`config.mk`:
```
export PLATFORM = sky130hd
export DESIGN_NAME = tmds_decoder
export DESIGN_NICKNAME = d
export VERILOG_FILES = /design/src/rtl/tmds_pkg.sv /design/src/rtl/tmds_symbol_decode.sv /design/src/rtl/tmds_decoder.sv
export SDC_FILE = /design/constraint.sdc
export NUM_CORES = 1
export LEC_CHECK = 0
export ABC_AREA = 1
export CAP_MARGIN = 25
export CORE_MARGIN = 3
export CORE_UTILIZATION = 55
export CTS_CLUSTER_SIZE = 10
export DETAILED_ROUTE_END_ITERATION = 10
export GPL_ROUTABILITY_DRIVEN = 0
export PLACE_DENSITY = 0.9
export SLEW_MARGIN = 10
export SYNTH_ARGS = -nofsm -noshare
export SYNTH_HDL_FRONTEND = slang
export SYNTH_SLANG_ARGS = --single-unit
```
`constraint.sdc`:
```
create_clock -name clklow -period 4.25 [get_ports clklow]
set_input_delay 0.6375 -clock clklow [delete_from_list [all_inputs] [get_ports clklow]]
set_output_delay 0.6375 -clock clklow [all_outputs]
set_load 0.02 [all_outputs]
```
`src/rtl/tmds_pkg.sv`:
```
// Shared TMDS definitions: control tokens, FSM states, symbol width.
// Used by the decoder slice and reusable by the encoder side.
package tmds_pkg;

  localparam int SYM_W = 10;

  // Control tokens indexed by the 2-bit {V,H} code
  localparam logic [SYM_W-1:0] CTRL_TOK [4] = '{
    10'b1101010100,
    10'b0010101011,
    10'b0101010100,
    10'b1010101011
  };

  typedef enum logic [1:0] {
    HUNT,
    SLIP,
    SETTLE,
    LOCKED
  } state_e;

endpackage

```
`src/rtl/tmds_symbol_decode.sv`:
```
// Combinational TMDS symbol decode: i_sym -> {o_is_ctrl, o_code, o_data}.
// Ports: i_sym (10b symbol), o_is_ctrl, o_code (2b), o_data (8b).
module tmds_symbol_decode
  import tmds_pkg::*;
(
  input  logic [SYM_W-1:0] i_sym,
  output logic             o_is_ctrl,
  output logic [1:0]       o_code,
  output logic [7:0]       o_data
);

  logic [7:0] w_d;

  assign w_d = i_sym[9] ? ~i_sym[7:0] : i_sym[7:0];

  always_comb begin
    o_is_ctrl = 1'b0;
    o_code    = 2'b00;
    for (int c = 0; c < 4; c++) begin
      if (i_sym == CTRL_TOK[c]) begin
        o_is_ctrl = 1'b1;
        o_code    = 2'(c);
      end
    end
  end

  // bit8 selects XOR (1) or XNOR (0) chaining
  always_comb begin
    o_data[0] = w_d[0];
    for (int i = 1; i < 8; i++) begin
      o_data[i] = i_sym[8] ? (w_d[i] ^ w_d[i-1])
                           : ~(w_d[i] ^ w_d[i-1]);
    end
  end

endmodule

```
`src/rtl/tmds_decoder.sv`:
```
// TMDS channel decoder: token-run alignment with bitslip, 2-stage decode.
// Ports: clklow, reset (async low), sym_valid/sym_in in; bitslip, locked,
// out_valid, de, pix_data, H_VSync_Ctr, err_cnt out.
module tmds_decoder
  import tmds_pkg::*;
#(
  parameter int LOCK_CTRL_RUN = 8,
  parameter int SEARCH_WINDOW = 2048,
  parameter int SLIP_SETTLE   = 16,
  parameter int ERR_W         = 16
) (
  input  logic             clklow,
  input  logic             reset,
  input  logic             sym_valid,
  input  logic [SYM_W-1:0] sym_in,
  output logic             bitslip,
  output logic             locked,
  output logic             out_valid,
  output logic             de,
  output logic [7:0]       pix_data,
  output logic [1:0]       H_VSync_Ctr,
  output logic [ERR_W-1:0] err_cnt
);

  localparam int RUN_W = $clog2(LOCK_CTRL_RUN + 1);
  localparam int WIN_W = $clog2(SEARCH_WINDOW + 1);
  localparam int SET_W = $clog2(SLIP_SETTLE + 1);

  localparam logic [RUN_W-1:0] RUN_MAX = RUN_W'(LOCK_CTRL_RUN);
  localparam logic [RUN_W-1:0] RUN_PRE = RUN_W'(LOCK_CTRL_RUN - 1);
  localparam logic [WIN_W-1:0] WIN_PRE = WIN_W'(SEARCH_WINDOW - 1);
  localparam logic [SET_W-1:0] SET_PRE = SET_W'(SLIP_SETTLE - 1);

  state_e           r_state, w_state_nxt;
  logic [RUN_W-1:0] r_run, w_run_nxt;
  logic [WIN_W-1:0] r_win, w_win_nxt;
  logic [SET_W-1:0] r_set, w_set_nxt;
  logic [ERR_W-1:0] r_err, w_err_nxt;

  logic       w_is_ctrl;
  logic [1:0] w_code;
  logic [7:0] w_data;
  logic       w_qual, w_full, w_short, w_locked;

  logic       r_s1_vld, r_s1_ctrl;
  logic [1:0] r_s1_code;
  logic [7:0] r_s1_data;
  logic       r_s2_vld, r_de;
  logic [7:0] r_pix;
  logic [1:0] r_hv;

  tmds_symbol_decode u_dec (
    .i_sym     (sym_in),
    .o_is_ctrl (w_is_ctrl),
    .o_code    (w_code),
    .o_data    (w_data)
  );

  // Run completion beats a window expiry on the same symbol
  assign w_qual  = sym_valid & w_is_ctrl & (r_run == RUN_PRE);
  assign w_full  = sym_valid & ~w_qual & (r_win == WIN_PRE);
  assign w_short = sym_valid & ~w_is_ctrl
                 & (r_run != '0) & (r_run != RUN_MAX);
  assign w_locked = (r_state == LOCKED);

  always_ff @(posedge clklow or negedge reset) begin
    if (!reset) begin
      r_state <= HUNT;
      r_run   <= '0;
      r_win   <= '0;
      r_set   <= '0;
      r_err   <= '0;
    end else begin
      r_state <= w_state_nxt;
      r_run   <= w_run_nxt;
      r_win   <= w_win_nxt;
      r_set   <= w_set_nxt;
      r_err   <= w_err_nxt;
    end
  end

  always_comb begin
    w_state_nxt = r_state;
    w_run_nxt   = r_run;
    w_win_nxt   = r_win;
    w_set_nxt   = r_set;
    w_err_nxt   = r_err;
    bitslip     = 1'b0;
    if (sym_valid && (r_state == HUNT || w_locked)) begin
      if (!w_is_ctrl)
        w_run_nxt = '0;
      else if (r_run != RUN_MAX)
        w_run_nxt = r_run + RUN_W'(1);
      w_win_nxt = (w_qual | w_full) ? '0 : r_win + WIN_W'(1);
    end
    unique case (r_state)
      HUNT: begin
        if (w_qual)
          w_state_nxt = LOCKED;
        else if (w_full)
          w_state_nxt = SLIP;
      end
      SLIP: begin
        bitslip     = 1'b1;
        w_run_nxt   = '0;
        w_win_nxt   = '0;
        w_set_nxt   = '0;
        w_state_nxt = SETTLE;
      end
      SETTLE: begin
        if (sym_valid) begin
          if (r_set == SET_PRE) begin
            w_set_nxt   = '0;
            w_state_nxt = HUNT;
          end else begin
            w_set_nxt = r_set + SET_W'(1);
          end
        end
      end
      LOCKED: begin
        if (w_short && !(&r_err))
          w_err_nxt = r_err + ERR_W'(1);
        if (w_full)
          w_state_nxt = HUNT;
      end
      default: w_state_nxt = HUNT;
    endcase
  end

  // Stage 1: symbol fields and classification
  always_ff @(posedge clklow or negedge reset) begin
    if (!reset) begin
      r_s1_vld  <= 1'b0;
      r_s1_ctrl <= 1'b0;
      r_s1_code <= '0;
      r_s1_data <= '0;
    end else begin
      r_s1_vld <= sym_valid;
      if (sym_valid) begin
        r_s1_ctrl <= w_is_ctrl;
        r_s1_code <= w_code;
        r_s1_data <= w_data;
      end
    end
  end

  // Stage 2: decoded outputs, only advanced while aligned
  always_ff @(posedge clklow or negedge reset) begin
    if (!reset) begin
      r_s2_vld <= 1'b0;
      r_de     <= 1'b0;
      r_pix    <= '0;
      r_hv     <= '0;
    end else begin
      r_s2_vld <= r_s1_vld & w_locked;
      if (r_s1_vld && w_locked) begin
        r_de  <= ~r_s1_ctrl;
        r_pix <= r_s1_ctrl ? 8'h00 : r_s1_data;
        if (r_s1_ctrl)
          r_hv <= r_s1_code;
      end
    end
  end

  assign locked      = w_locked;
  assign out_valid   = r_s2_vld & w_locked;
  assign de          = r_de;
  assign pix_data    = r_pix;
  assign H_VSync_Ctr = r_hv;
  assign err_cnt     = r_err;

endmodule
```
# Yosys cells after proc, flatten, opt, wreduce, memory -nomap -nowiden

Cells that the tools add are included.

Flip-flop bits (word level): 63
Latch bits: 0
Bits in writable memories: 0
Bits in read-only memories: 0
Output and inout bits: 30
Memories: 0

Add/subtract/negate cells: 4
Multipliers: 0
Divide/modulo/power cells: 0
Order comparisons: 0
Equal/unequal tests: 16
Shift-type cells: 0
Multiplexer cells: 33
Bitwise logic cells: 28
Reduce and logical (&&, ||, !) cells: 15

Operators with widths:

| kind                  | count |
|---|---|
| $mux 12               | 3 |
| $eq 10x10->1 const B  | 2 |
| $add 16x1->16 const B | 1 |
| $mux 4                | 4 |
| $mux 8                | 2 |
| $reduce_and 16->1     | 1 |
| $mux 2                | 7 |
| $mux 1                | 13 |
| $add 12x1->12 const B | 1 |
| $eq 12x11->1 const B  | 1 |
| $eq 10x8->1 const B   | 1 |
| $eq 10x9->1 const B   | 1 |
| $mux 5                | 2 |
| $not 1->1             | 10 |
| $pmux 5 s2            | 1 |
| $and 1x1->1           | 9 |
| $not 8->8             | 1 |
| $pmux 2 s4            | 1 |
| $reduce_and 2->1      | 4 |
| $xor 1x1->1           | 7 |
| $ne 2x2->1 const B    | 3 |
| $add 5x1->5 const B   | 1 |
| $eq 5x4->1 const B    | 1 |
| $add 4x1->4 const B   | 1 |
| other kinds (14)      | 18 |

# Longest topological paths before layout

Depth after elaboration: 14
Depth in mapped cells: 13

# Hierarchy

From an unflattened synthesis, not the netlist that was laid out.

Cell total of the unflattened synthesis: 433
Area total of the unflattened synthesis: 3507.1 µm²

By module, submodules not included:

| module             | times used | cells an instance | area an instance (µm²) |
|---|---|---|---|
| tmds_decoder       | 1          | 392               | 3240.6 |
| tmds_symbol_decode | 1          | 41                | 266.5 |

# Least setup slack after synthesis

Ideal clock, no wire load.

Path type: input to register
Start point: in sym_in[0]
End point: reg r_err[6] (netlist: err_cnt[6])
Library setup time: 117 ps
Arrival: 1753 ps
Setup slack: 2381 ps
Stages on the path: 13
Path buffers: 2
Cell sequence: inv_1 -> ha_1 -> nand2_1 -> nor2_1 -> nand2_1 -> nand2_4 -> clkinv_2 -> nand4_2 -> nand2b_1 -> buf_6 -> buf_8 -> nand2_1 -> nand2_1

Word-level cells in the longest chain between the ends: 11

RTL lines:

| item                                  | RTL line                 | source |
|---|---|---|
| start, declared                       | tmds_decoder.sv:15       | `input logic [SYM_W-1:0] sym_in,` |
| $eq 10x10->1                          | tmds_symbol_decode.sv:20 | `if (i_sym == CTRL_TOK[c]) begin` |
| $mux 1 (3 in series)                  | tmds_symbol_decode.sv:20 |  |
| $mux 1 (*)                            | tmds_symbol_decode.sv:20 |  |
| $not 1->1 (*)                         | tmds_decoder.sv:62       | `assign w_short = sym_valid & ~w_is_ctrl` |
| $and 1x1->1 (*)                       | tmds_decoder.sv:62       |  |
| $and 1x1->1 (*) (2 in series)         | tmds_decoder.sv:63       | `& (r_run != '0) & (r_run != RUN_MAX);` |
| $logic_and 1x1->1 (*)                 | tmds_decoder.sv:121      | `if (w_short && !(&r_err))` |
| $reduce_and 2->1 (no source line) (*) | n/a                      |  |
| end signal, assigned                  | tmds_decoder.sv:78       | `r_err <= w_err_nxt;` |
| end, declared                         | tmds_decoder.sv:38       | `logic [ERR_W-1:0] r_err, w_err_nxt;` |

Mark *: on every way between the ends. The rest lies on a longest branch, timed or not.
A chain may end at the register's enable or synchronous reset.

# Final worst setup path

Start point: in sym_valid
End point: reg r_run[2]

Word-level cells in the longest chain between the ends: 3

RTL lines:

| item                               | RTL line           | source |
|---|---|---|
| start, declared                    | tmds_decoder.sv:14 | `input logic sym_valid,` |
| $logic_and 1x1->1                  | tmds_decoder.sv:89 | `if (sym_valid && (r_state == HUNT \|\| w_locked)) begin` |
| $reduce_bool 2->1 (no source line) | n/a                |  |
| $reduce_and 2->1 (no source line)  | n/a                |  |
| end signal, assigned               | tmds_decoder.sv:75 | `r_run <= w_run_nxt;` |
| end, declared                      | tmds_decoder.sv:35 | `logic [RUN_W-1:0] r_run, w_run_nxt;` |

Every way passes these cells.

==> flow_metrics.env <==
export IMPL_status="completed"
export IMPL_powerDensity_nw_per_um2=415
export IMPL_grt_max_degree=41
export IMPL_synth_seq_cells=63
export IMPL_worst_path_max_fanout=21
export IMPL_synth_edff_count=0
export IMPL_fin_crit_sh_pct=65.4
export IMPL_setup_viol=0
export IMPL_area_delta_synth_final_pct=18.2
export IMPL_drive_above_1_share_pct=6.53
export IMPL_synth_area_sq_um=3450
export IMPL_fin_crit_ns=2.78
export IMPL_clock_latency_ns=0.34
export IMPL_post_drt_wl_per_cell_um=12.7
export IMPL_dr_pass1_iters=4
export IMPL_async_flop_share_pct=100
export IMPL_num_io_pins=43
export IMPL_ant_nets=0
export IMPL_slowest_stage="clkdlybuf4s50_1"
export IMPL_grt_pass1_wl_um=12200
export IMPL_hold_path_class="in -> async"
export IMPL_gr_total_overflow=0
export IMPL_cts_tree="built"
export IMPL_maxCapViolCount=0
export IMPL_hold_violations=0
export IMPL_r2r_start="err_cnt[0]$_DFFE_PN0P_"
export IMPL_start_util_pct=57.5
export IMPL_max_clock_path_buffers=2
export IMPL_fp_dieH_um=85.2
export IMPL_cts_hold_buf=0
export IMPL_startpoint_type="primary input"
export IMPL_die_area_sq_um=7250
export IMPL_syn_num_nets=451
export IMPL_hpwl_um=5350
export IMPL_final_common_cell="nand2_1"
export IMPL_viasPerCell=5.28
export IMPL_clk_pin_slew_ns=0.08
export IMPL_r2r_slack_ns=2.20
export IMPL_critical_path_class="in -> reg"
export IMPL_peakVddDrop_v=0.000264
export IMPL_drt_initial_drc_count=245
export IMPL_vias=2902
export IMPL_most_common_layout_cells="nand2_1, dfrtp_1, inv_1"
export IMPL_drc=0
export IMPL_required_ns=4.50
export IMPL_utilization_pct=68.0
export IMPL_cp_cell_sequence="clkdlybuf4s50_1 > inv_1 > or2_2 > nand2_1 > inv_1 > a21oi_4 > nand2_1 > a22oi_1"
export IMPL_stdcell_area_sq_um=4080
export IMPL_drt_wl_total_um=6960
export IMPL_ys_types=38
export IMPL_antenna_found_initial=0
export IMPL_clock_sinks=63
export IMPL_rows=28
export IMPL_max_stage_delay_ns=0.73
export IMPL_slew_headroom_pct=56.1
export IMPL_grt_usage_pct=20.7
export IMPL_port_buffers=42
export IMPL_cts_max_level=3
export IMPL_cts_resized=0
export IMPL_synthesis_instances=426
export IMPL_reg2regPathDepth=9
export IMPL_dieWidth_um=85.2
export IMPL_cts_setup_buffers=0
export IMPL_fp_coreArea_sq_um=5990
export IMPL_yosys_warnings=0
export IMPL_cp_end_kind="flip-flop"
export IMPL_fin_tns_setup_ns=0
export IMPL_antenna_cells=0
export IMPL_ys_seq_area_share_pct=45.7
export IMPL_placed_cell_area_sq_um=3900
export IMPL_rsz0062_at_grt="no"
export IMPL_avgSynthCellArea_sq_um=8.09
export IMPL_slew_violations=0
export IMPL_cts_root_buf="clkbuf_8"
export IMPL_numCtsBuffers=9
export IMPL_tightest_slew_ns=0.659
export IMPL_instances_no_fill=550
export IMPL_grt_pass1_vias=2828
export IMPL_max_clock_freq_ghz=0.360
export IMPL_clock_skew_ns=0.0133
export IMPL_synth_ff_type="dfrtp_1"
export IMPL_leakagePower_nw=1.96
export IMPL_r2r_end="err_cnt[0]$_DFFE_PN0P_"
export IMPL_worstPathArrival_ns=3.03
export IMPL_place_inst=535
export IMPL_nets=496
export IMPL_hold_ws_ns=0.274
[registers in the layout, summed over array words and instances (netlist names)]
signal,flops
H_VSync_Ctr,2
err_cnt,16
de,1
r_s1_code,2
pix_data,8
r_set,5
r_state,2
r_s2_vld,1
r_s1_vld,1
r_run,4
r_win,12
r_s1_ctrl,1
r_s1_data,8
[per-layer routing]
metal	wire length [um]	global-route usage, %
met5	0	0
met1	3140	26.3
met2	3470	34.6
met3	247	4.85
met4	105	7.48
[cells in the mapped netlist, types with 2 or more instances]
cell / number / area (sq um)
xnor2_1: 6 / 52.6
xor2_1: 21 / 184
or2_2: 2 / 12.5
clkbuf_1: 4 / 15.0
nand4_1: 6 / 37.5
nor3_1: 6 / 30.0
ha_1: 12 / 150
nand3_1: 21 / 105
o21ai_0: 35 / 175
inv_1: 42 / 158
buf_6: 2 / 22.5
o22ai_1: 6 / 37.5
nor2_1: 26 / 97.6
dfrtp_1: 63 / 1580
nand2_2: 3 / 18.8
buf_4: 2 / 15.0
nand2_1: 140 / 526
a21oi_1: 8 / 40.0
a22oi_1: 2 / 15.0
[power breakdown]
part	switching, mW	internal [mW]
Combinational	0.285	0.185
Sequential	0.0540	0.678
Clock	0.221	0.266
Total	0.560	1.13
[worst max-delay path: cells and delay by family]
family	cells	cell delay, ns
and+or+nand+nor	3	0.75
AOI/OAI and AO/OA	2	0.35
buffers and inverters	3	1.28
[worst max-delay path by stage]
stage	start	to	slack (ns)	cells past startpoint
floorplan	sym_in[0]	err_cnt[6]$_DFFE_PN0P_	2.38	13
global route	sym_valid	r_run[2]$_DFFE_PN0P_	1.21	8
CTS	sym_valid	r_run[0]$_DFFE_PN0P_	1.50	8
finish	sym_valid	r_run[2]$_DFFE_PN0P_	1.47	8
global placement	sym_valid	r_run[2]$_DFFE_PN0P_	1.28	8
detailed placement	sym_valid	r_run[0]$_DFFE_PN0P_	1.14	8
[area by class of cell]
| class | instances | area [sq um] |
|---|---|---|
| Tap cell | 75 | 93.8 |
| Sequential cell | 63 | 1580 |
| Clock buffer | 11 | 131 |
| Timing Repair Buffer | 43 | 423 |
| Clock inverter | 4 | 47.5 |
| Multi-Input combinational cell | 309 | 1630 |
| Fill cell | 458 | 1920 |
| Inverter | 45 | 170 |
[stage by stage]
| step | total power, mW | setup WS (ns) |
|---|---|---|
| 2_1_floorplan | 1.02 | 2.38 |
| 3_3_place_gp | 1.19 | 1.28 |
| 3_5_place_dp | 1.22 | 1.14 |
| 4_1_cts | 1.71 | 1.50 |
| 5_1_grt | 1.80 | 1.21 |
| 6_report | 1.69 | 1.47 |
[kinds of logic (layout without fill, tap and decap cells)]
| kind of cell | count (synthesis) | after routing | synth area share, % |
|---|---|---|---|
| mux | 1 | 1 | 0.327 |
| fa+ha+maj | 12 | 12 | 4.36 |
| compound gates | 55 | 55 | 8.93 |
| flops | 63 | 63 | 45.7 |
| simple gates | 214 | 214 | 26.9 |
| buf+inv | 54 | 103 | 6.90 |
| xor+xnor | 27 | 27 | 6.86 |
Note: power is estimated with default switching activity, not from simulation.
